### config.mk
export PLATFORM = sky130hd
export DESIGN_NAME = appliance_ctrl_fsm
export DESIGN_NICKNAME = d
export VERILOG_FILES = /design/src/rtl/appliance_pkg.sv /design/src/rtl/appliance_ctrl_fsm_press_arbiter.sv /design/src/rtl/appliance_ctrl_fsm.sv
export SDC_FILE = /design/constraint.sdc
export NUM_CORES = 1
export LEC_CHECK = 0
export CAP_MARGIN = 20
export CORE_MARGIN = 5
export CORE_UTILIZATION = 57
export CTS_CLUSTER_SIZE = 14
export DETAILED_ROUTE_END_ITERATION = 8
export PLACE_DENSITY = 0.79
export SLEW_MARGIN = 20
export SYNTH_ARGS = -nofsm -noshare
export SYNTH_HDL_FRONTEND = slang
export SYNTH_HIERARCHICAL = 1
export SYNTH_SLANG_ARGS = --single-unit
### constraint.sdc
create_clock -name clk_50MHz -period 2.6 [get_ports clk_50MHz]
set_input_delay 0.26 -clock clk_50MHz [delete_from_list [all_inputs] [get_ports clk_50MHz]]
set_output_delay 0.26 -clock clk_50MHz [all_outputs]
set_load 0.01 [all_outputs]
### src/rtl/appliance_pkg.sv
// Shared encodings for the appliance front-panel controller.
//   state_t : appliance FSM state; the encoding is driven straight onto state_o
//   event_t : arbitrated single-cycle button event
//   BEEP_CYCLES_DEFAULT : 0.5 s at 50 MHz
package appliance_pkg;

  typedef enum logic [1:0] {
    ST_IDLE  = 2'b00,
    ST_RUN   = 2'b01,
    ST_OPEN  = 2'b10,
    ST_FAULT = 2'b11
  } state_t;

  typedef enum logic [2:0] {
    EV_NONE = 3'd0,
    EV_ON   = 3'd1,
    EV_OFF  = 3'd2,
    EV_ERR  = 3'd3,
    EV_OPEN = 3'd4
  } event_t;

  localparam int unsigned BEEP_CYCLES_DEFAULT = 25_000_000;

endpackage

### src/rtl/appliance_ctrl_fsm_press_arbiter.sv
// Rising-edge press detectors for the four debounced buttons plus a fixed
// priority encoder (err > open > off > on). Lower-priority presses that land
// in the same cycle are dropped.
//   clk, rst_n                       : clock, async active-low reset
//   on_db, off_db, err_db, open_db   : debounced button levels
//   ev                               : encoded event, valid for one cycle
module press_arbiter
  import appliance_pkg::*;
(
  input  logic   clk,
  input  logic   rst_n,
  input  logic   on_db,
  input  logic   off_db,
  input  logic   err_db,
  input  logic   open_db,
  output event_t ev
);

  logic [3:0] level;
  logic [3:0] prev;
  logic [3:0] press;

  // bit order: {err, open, off, on}
  assign level = {err_db, open_db, off_db, on_db};

  // History resets to 1 so a button held through reset release is not a press.
  always_ff @(posedge clk or negedge rst_n) begin
    if (!rst_n) prev <= '1;
    else        prev <= level;
  end

  assign press = level & ~prev;

  always_comb begin
    ev = EV_NONE;
    if      (press[3]) ev = EV_ERR;
    else if (press[2]) ev = EV_OPEN;
    else if (press[1]) ev = EV_OFF;
    else if (press[0]) ev = EV_ON;
  end

endmodule

### src/rtl/appliance_ctrl_fsm.sv
// Appliance front-panel controller: four-state FSM, status LEDs, buzzer
// (single beep per transition, toggling alarm in FAULT) and a saturating
// count of IDLE->RUN starts. All outputs are registered.
//   clk_50MHz, reset            : clock, async active-low reset
//   on_db/off_db/err_db/open_db : debounced button levels
//   state_o                     : IDLE=00 RUN=01 OPEN=10 FAULT=11
//   run_led/open_led/err_led    : state indicators
//   buzzer                      : buzzer drive
//   run_count                   : accepted starts, saturating
module appliance_ctrl_fsm
  import appliance_pkg::*;
#(
  parameter int unsigned BEEP_CYCLES = BEEP_CYCLES_DEFAULT,
  parameter int unsigned CNT_W       = 8
) (
  input  logic             clk_50MHz,
  input  logic             reset,
  input  logic             on_db,
  input  logic             off_db,
  input  logic             err_db,
  input  logic             open_db,
  output logic [1:0]       state_o,
  output logic             run_led,
  output logic             open_led,
  output logic             err_led,
  output logic             buzzer,
  output logic [CNT_W-1:0] run_count
);

  localparam int unsigned BW = $clog2(BEEP_CYCLES + 1);

  event_t           ev;
  state_t           state, state_next;
  logic             accept;
  logic [BW-1:0]    beep_cnt, beep_cnt_next;
  logic             buzzer_next;
  logic             run_led_next, open_led_next, err_led_next;
  logic [CNT_W-1:0] run_count_next;

  press_arbiter u_arb (
    .clk     (clk_50MHz),
    .rst_n   (reset),
    .on_db   (on_db),
    .off_db  (off_db),
    .err_db  (err_db),
    .open_db (open_db),
    .ev      (ev)
  );

  // State register, together with every registered output.
  always_ff @(posedge clk_50MHz or negedge reset) begin
    if (!reset) begin
      state     <= ST_IDLE;
      run_led   <= 1'b0;
      open_led  <= 1'b0;
      err_led   <= 1'b0;
      buzzer    <= 1'b0;
      beep_cnt  <= '0;
      run_count <= '0;
    end else begin
      state     <= state_next;
      run_led   <= run_led_next;
      open_led  <= open_led_next;
      err_led   <= err_led_next;
      buzzer    <= buzzer_next;
      beep_cnt  <= beep_cnt_next;
      run_count <= run_count_next;
    end
  end

  // Next-state logic; every listed event changes state, so any state change
  // is an accepted transition.
  always_comb begin
    state_next = state;
    unique case (state)
      ST_IDLE: begin
        case (ev)
          EV_ON:   state_next = ST_RUN;
          EV_OPEN: state_next = ST_OPEN;
          EV_ERR:  state_next = ST_FAULT;
          default: state_next = state;
        endcase
      end
      ST_RUN: begin
        case (ev)
          EV_OFF:  state_next = ST_IDLE;
          EV_OPEN: state_next = ST_OPEN;
          EV_ERR:  state_next = ST_FAULT;
          default: state_next = state;
        endcase
      end
      ST_OPEN: begin
        case (ev)
          EV_OPEN: state_next = ST_IDLE;
          EV_ERR:  state_next = ST_FAULT;
          default: state_next = state;
        endcase
      end
      ST_FAULT: begin
        // Fault can only be cleared once the fault level itself has dropped.
        if (ev == EV_OFF && !err_db) state_next = ST_IDLE;
      end
    endcase
  end

  assign accept = (state_next != state);

  // Output logic: LEDs decoded from next state, buzzer/beep timer, run counter.
  always_comb begin
    run_led_next   = (state_next == ST_RUN);
    open_led_next  = (state_next == ST_OPEN);
    err_led_next   = (state_next == ST_FAULT);
    buzzer_next    = buzzer;
    beep_cnt_next  = beep_cnt;
    run_count_next = run_count;

    if (accept) begin
      beep_cnt_next = BW'(BEEP_CYCLES);
      buzzer_next   = 1'b1;
    end else if (state == ST_FAULT) begin
      // Alarm: reload and toggle every BEEP_CYCLES cycles.
      if (beep_cnt <= BW'(1)) begin
        beep_cnt_next = BW'(BEEP_CYCLES);
        buzzer_next   = ~buzzer;
      end else begin
        beep_cnt_next = beep_cnt - BW'(1);
      end
    end else if (beep_cnt != '0) begin
      // Single beep: buzzer drops on the edge that takes the count to zero.
      beep_cnt_next = beep_cnt - BW'(1);
      if (beep_cnt == BW'(1)) buzzer_next = 1'b0;
    end

    if (state == ST_IDLE && state_next == ST_RUN && run_count != '1)
      run_count_next = run_count + CNT_W'(1);
  end

  assign state_o = state;

endmodule
==> Word-level counts from Yosys, hierarchy flattened <==
Index checks and enable logic that the tools add are counted.
{ "classes": {"n_addsub": 2, "magnitude_cmp": 1, "n_eq_ne": 14, "muxes": 18, "n_bitwise": 3, "reduce_logical": 9} }
{ "ops": {"columns": ["operator", "count"], "rows": [
  ["25-bit two-way mux", 4],
  ["25-bit by 1-bit == test with 1-bit output (second input constant)", 1],
  ["25-bit by 1-bit <= comparator with 1-bit output (second input constant)", 1],
  ["25-bit nonzero test", 1],
  ["25-bit by 1-bit subtractor with 25-bit output (second input constant)", 1],
  ["2-bit one-hot mux with 3 select lines", 2],
  ["3-bit two-way mux", 3],
  ["8-bit by 1-bit adder with 8-bit output (second input constant)", 1],
  ["2-bit == test (second input constant)", 4],
  ["8-bit != test (second input constant)", 1],
  ["2-bit one-hot mux with 4 select lines", 1],
  ["3-bit by 2-bit == test with 1-bit output (second input constant)", 2],
  ["1-bit two-way mux", 6],
  ["3-bit nonzero test", 2],
  ["4-bit AND", 1],
  ["2-bit by 1-bit == test with 1-bit output (second input constant)", 2],
  ["4-bit NOT", 1],
  ["2-bit one-hot mux with 2 select lines", 1],
  ["3-bit by 1-bit == test with 1-bit output (second input constant)", 1],
  ["3-bit == test (second input constant)", 1],
  ["1-bit logical AND", 3],
  ["3-bit by 2-bit != test with 1-bit output (second input constant)", 1],
  ["3-bit AND reduction", 1],
  ["2-bit zero test", 1],
  ["other kinds (4)", 4]
]} }
{ "totals": {"reg_bits": 43, "output_inout_bits": 14, "elab_cells": 55} }

==> Logic depth before layout (Yosys ltp) <==
{ "logic_depth": {"word_depth": 13, "ltp_mapped": 9, "depth_no_buf": 8} }

==> By module <==
Netlist, hierarchy kept.
{ "by_module_without_submodules": {"columns": ["mod", "n_inst", "cells_each", "area_each_um2", "seq_area_each_um2"], "rows": [
  ["appliance_ctrl_fsm", 1, 207, 2087.0, 975.9],
  ["press_arbiter", 1, 12, 170.2, 105.1]
]} }

==> Worst setup path before layout <==
No wires, ideal clock.
{ "synth_path": {"path_type": "reg-to-reg", "from": "register u_arb.prev[2]", "to": "register run_count[1]", "setup_time_ps": 125, "arrival_ps": 2069, "t_required_ps": 2475, "slack_ps": 406, "path_stages_with_launch": 7, "n_path_buf": 0, "period_less_slack_ps": 2194, "path_cell_list": "dfstp_2 nor2b_4 o41ai_2 nor2b_1 nand2_1 a31oi_1 mux2_2"} }
{ "synth_via": {"elab_chain_len": 11} }
{ "synth_lines": {"columns": ["element", "line_no", "rtl"], "rows": [
  ["start, declared", "appliance_ctrl_fsm_press_arbiter.sv:20", "logic [3:0] prev;"],
  ["start signal, assigned", "appliance_ctrl_fsm_press_arbiter.sv:29", "else prev <= level;"],
  ["4-bit NOT *", "appliance_ctrl_fsm_press_arbiter.sv:32", "assign press = level & ~prev;"],
  ["4-bit AND *", "appliance_ctrl_fsm_press_arbiter.sv:32", null],
  ["3-bit two-way mux *", "appliance_ctrl_fsm_press_arbiter.sv:37", "else if (press[2]) ev = EV_OPEN;"],
  ["3-bit two-way mux *", "appliance_ctrl_fsm_press_arbiter.sv:36", "if (press[3]) ev = EV_ERR;"],
  ["via ev[0]", "appliance_ctrl_fsm.sv:32", "event_t ev;"],
  ["3-bit by 2-bit == test with 1-bit output", "appliance_ctrl_fsm.sv:85, appliance_ctrl_fsm.sv:101", null],
  ["1-bit logical AND", "appliance_ctrl_fsm.sv:101", "if (ev == EV_OFF && !err_db) state_next = ST_IDLE;"],
  ["2-bit two-way mux", "appliance_ctrl_fsm.sv:101", null],
  ["2-bit one-hot mux with 4 select lines *", "appliance_ctrl_fsm.sv:75", "unique case (state)"],
  ["2-bit by 1-bit == test with 1-bit output *", "appliance_ctrl_fsm.sv:134", "if (state == ST_IDLE && state_next == ST_RUN && run_count != '1)"],
  ["1-bit logical AND * (2 in a row)", "appliance_ctrl_fsm.sv:134", null],
  ["end signal, assigned", "appliance_ctrl_fsm.sv:67", "run_count <= run_count_next;"],
  ["end, declared", "appliance_ctrl_fsm.sv:27", "output logic [CNT_W-1:0] run_count"]
]} }
Mark *: on every way through the listed nets, which the timed path passes. The rest lies on a longest branch.
A chain may end at the register's enable or synchronous reset.

==> Final worst setup path <==
{ "layout_path": {"from": "register beep_cnt[13]", "to": "register beep_cnt[22]"} }
{ "layout_via": {"elab_chain_len": 4} }
{ "layout_lines": {"columns": ["element", "line_no", "rtl"], "rows": [
  ["start, declared", "appliance_ctrl_fsm.sv:35", "logic [BW-1:0] beep_cnt, beep_cnt_next;"],
  ["start signal, assigned", "appliance_ctrl_fsm.sv:66", "beep_cnt <= beep_cnt_next;"],
  ["25-bit by 1-bit subtractor with 25-bit output or 25-bit by 1-bit <= comparator with 1-bit output (tied branches)", "appliance_ctrl_fsm.sv:126, appliance_ctrl_fsm.sv:130, appliance_ctrl_fsm.sv:122", null],
  ["25-bit two-way mux (on tied branches)", "appliance_ctrl_fsm.sv:128, appliance_ctrl_fsm.sv:122", null],
  ["25-bit two-way mux", "appliance_ctrl_fsm.sv:120", "end else if (state == ST_FAULT) begin"],
  ["25-bit two-way mux", "appliance_ctrl_fsm.sv:117", "if (accept) begin"]
]} }
Several ways; a longest one is shown, not always the timed one. The select of a mux whose other input is x is not followed.

==> impl_metrics.ini <==
[outcome]
status = completed

[power]
power.switching_mw = 0.862
power.density_nw_per_um2 = 858
p_clk_frac = 0.185
finalPower_mw = 2.24
switching_share = 0.385
ir_worst_vdd_uv = 654
combPwrFrac = 0.362
sequentialPowerShare = 0.453
p_leak_nw = 1.02
p_int_mw = 1.38

[yosys]
synth_cells = 219
synthMuxAreaShare = 0.00499
synthAdderAreaFrac = 0.0222
synth-simple-area-share = 0.261
synthesis.area_sq_um = 2260
syn_nets = 229
yosys_warnings = 6
synth.distinct_cells = 48
synth_edf_count = 0
ys_seq_elements = 43
synth_top_family_by_area = simple AND/OR/NAND/NOR gates
synthArstFlopShare = 1.00
avgSynthCellArea_sq_um = 10.3
synth_seq_area_share = 0.479
synth_compound_area_frac = 0.131
synth-main-ff-cell = dfrtp_1
synth_xor_area_frac = 0.0698

[sta]
relSlewSlack = 0.386
worst_slack_ps = 343
period_share = 0.868
worstMarginPinSlew_ps = 922
setup-tns-final_ps = 0
period_minus_slack_ps = 2260
fmax_mhz = 443
fin_hold_ws_ps = 94.4
hold_violations = 0
drv_slew = 0
setup_viol = 0
rsz0062_at_grt = no
skew_ps = 5.05

[die]
coreArea_sq_um = 3740
die_height_um = 72.9
start_util = 0.603
rows = 22
die-area_sq_um = 5320
io_pins = 20
die_w_um = 72.9

[worst_setup_path]
crit_fanout = 9
worst_setup_path_end_kind = flip-flop
cp.arrival_ps = 2410
start_kind = flip-flop
worstSetupPathType = flip-flop to flip-flop
worstPathRequired_ps = 2760

[cells_and_area]
diodes = 0
finalInstanceArea_sq_um = 2610
finalCoreUtilization = 0.698
drive_above_1_share = 0.130
area_growth_pct = 15.7
final_cell_count_no_fill = 294
nNetsFinal = 255

[clock_tree]
cts-htree-levels = 2
cts_root_buffer = clkbuf_8
cts_tree = done
clock_latency_ps = 300
clock_sinks = 43
cts_buffers = 5
path_clk_slew_ps = 80
clockBufferDepth = 2

[global_route]
grt_max_degree = 44
grt_pass1_wl_mm = 8.05
antenna_found_initial = 0
grt-ovfl-total = 0
grt_usage = 0.193
grt_pass1_vias = 1728

[detailed_routing]
drt_drc_violations_left = 0
drtAntennaViolNets = 0
drt_pass1_iterations = 4
viasPerCell = 5.91
avgRoutedWirePerCell_um = 15.2
drt_iter0_drc = 116
vias = 1738
wl_mm = 4.46

[placement]
dp_slack_ps = -101
dp_hpwl_mm = 3.16
gp_congestion = 0.823
port_buffers = 19
place_area_sq_um = 2520
place_inst = 286

[hold_path]
holdCritPathClass = input port to asynchronous set/reset pin

[run]
max-cap-violations = 0
-- timing repair --
action                     CTS  global route
setup endpoints to repair    0             7
gates resized for setup      0             1
setup buffers                0             0
hold buffers                 0             0
-- power groups by stage --
stage | clock, mW | combinational [mW] | sequential [mW]
finish | 0.414 | 0.810 | 1.02
global route | 0.449 | 0.909 | 1.05
detailed placement | 0 | 0.817 | 1.03
global placement | 0 | 0.791 | 1.02
floorplan | 0 | 0.520 | 0.994
CTS | 0.423 | 0.820 | 1.02
-- worst max-delay path, cell delays in order, from the launching register on --
cell      delay, ps
dfrtp_1         400
nor4_1          520
and4_1          480
nand3_1         280
o41ai_1         300
o211ai_1        140
-- Yosys cell counts (2+ instances only) --
library cell,number,area share
and4_1,2,0.0078
o31ai_1,5,0.017
or4_4,2,0.010
o211ai_1,7,0.023
nand2_1,10,0.017
o21ai_0,11,0.024
or3_1,8,0.022
nor2_1,17,0.028
xor2_1,7,0.027
buf_4,2,0.0066
dfrtp_1,39,0.43
nand3_1,8,0.018
nor4_4,3,0.028
nor3b_1,2,0.0066
xnor2_1,11,0.043
nor3_1,3,0.0066
a211o_1,2,0.0078
a31oi_1,3,0.0083
nand2b_1,5,0.014
a21oi_1,6,0.013
dfstp_2,4,0.047
and2_1,2,0.0055
ha_1,4,0.022
nor2b_1,4,0.011
inv_1,9,0.015
nand4_1,8,0.022
clkbuf_1,5,0.0083
nor4_1,6,0.017
and3_1,4,0.011
o21ai_1,2,0.0044
-- path summary, 6_finish.rpt --
kind	from	end	slack, ps	cells past startpoint
worst min-delay path	reset	run_count[5]	90	1
worst max register to register	beep_cnt[13]	beep_cnt[22]	340	5
max in group asynchronous	reset	beep_cnt[4]	1930	1
min in group clk_50MHz	open_db	u_arb/prev[2]	400	1
worst min register to register	run_count[6]	run_count[6]	510	1
worst max-delay path	beep_cnt[13]	beep_cnt[22]	340	5
-- registers in the layout, summed over array words and instances, names as in the netlist --
register / flops
err_led: 1
open_led: 1
u_arb/prev: 4
run_count: 8
run_led: 1
buzzer: 1
state_o: 2
beep_cnt: 25
-- area by class of cell --
| class | instances | area (sq um) |
|---|---|---|
| sequential | 43 | 1080 |
| clock inverter | 2 | 12.5 |
| tap | 48 | 60.1 |
| fill | 295 | 1130 |
| clock buffer | 6 | 72.6 |
| inverter | 9 | 33.8 |
| timing repair buffer | 27 | 245 |
| multi-input combinational | 159 | 1110 |
-- cell families (layout without fill, tap and decap cells) --
family | after synthesis | in the layout
flip-flops | 43 | 43
AND/OR/NAND/NOR | 92 | 92
adder cells (fa/ha/maj) | 4 | 4
buffers and inverters | 17 | 44
AO/OA/AOI/OAI | 44 | 44
XOR/XNOR | 18 | 18
multiplexers | 1 | 1
-- layout by cell type (no fill, tap or decap), types with 2 or more instances in the layout --
| master | Yosys | routed |
|---|---|---|
| o21ai_1 | 2 | 2 |
| clkdlybuf4s50_1 | 0 | 18 |
| a211o_1 | 2 | 2 |
| nand3_1 | 8 | 8 |
| buf_4 | 2 | 8 |
| and3_1 | 4 | 4 |
| dfstp_2 | 4 | 4 |
| nor4_1 | 6 | 6 |
| inv_1 | 9 | 9 |
| xnor2_1 | 11 | 11 |
| o211ai_1 | 7 | 7 |
| xor2_1 | 7 | 7 |
| clkbuf_8 | 0 | 5 |
| or3_1 | 8 | 8 |
| nor2b_1 | 4 | 3 |
| nor2_1 | 17 | 17 |
| nor3_1 | 3 | 3 |
| dfrtp_1 | 39 | 39 |
| nand2_1 | 10 | 10 |
| nand4_1 | 8 | 8 |
| and4_1 | 2 | 2 |
| ha_1 | 4 | 4 |
| o21ai_0 | 11 | 11 |
| a31oi_1 | 3 | 3 |
| and2_1 | 2 | 2 |
| or4_4 | 2 | 2 |
| nor4_4 | 3 | 3 |
| nor3b_1 | 2 | 2 |
| a21oi_1 | 6 | 6 |
| nand2b_1 | 5 | 5 |
| o31ai_1 | 5 | 5 |
-- layer usage --
layer	vias up	GRT usage	wire length [um]	part of all wire
li1	855	-	-	-
met1	856	0.270	2130	0.48
met2	21	0.294	2120	0.48
met3	6	0.0372	154	0.035
met4	0	0.0799	59	0.013
met5	-	0	0	0
Note: power is estimated with default switching activity, not from simulation.
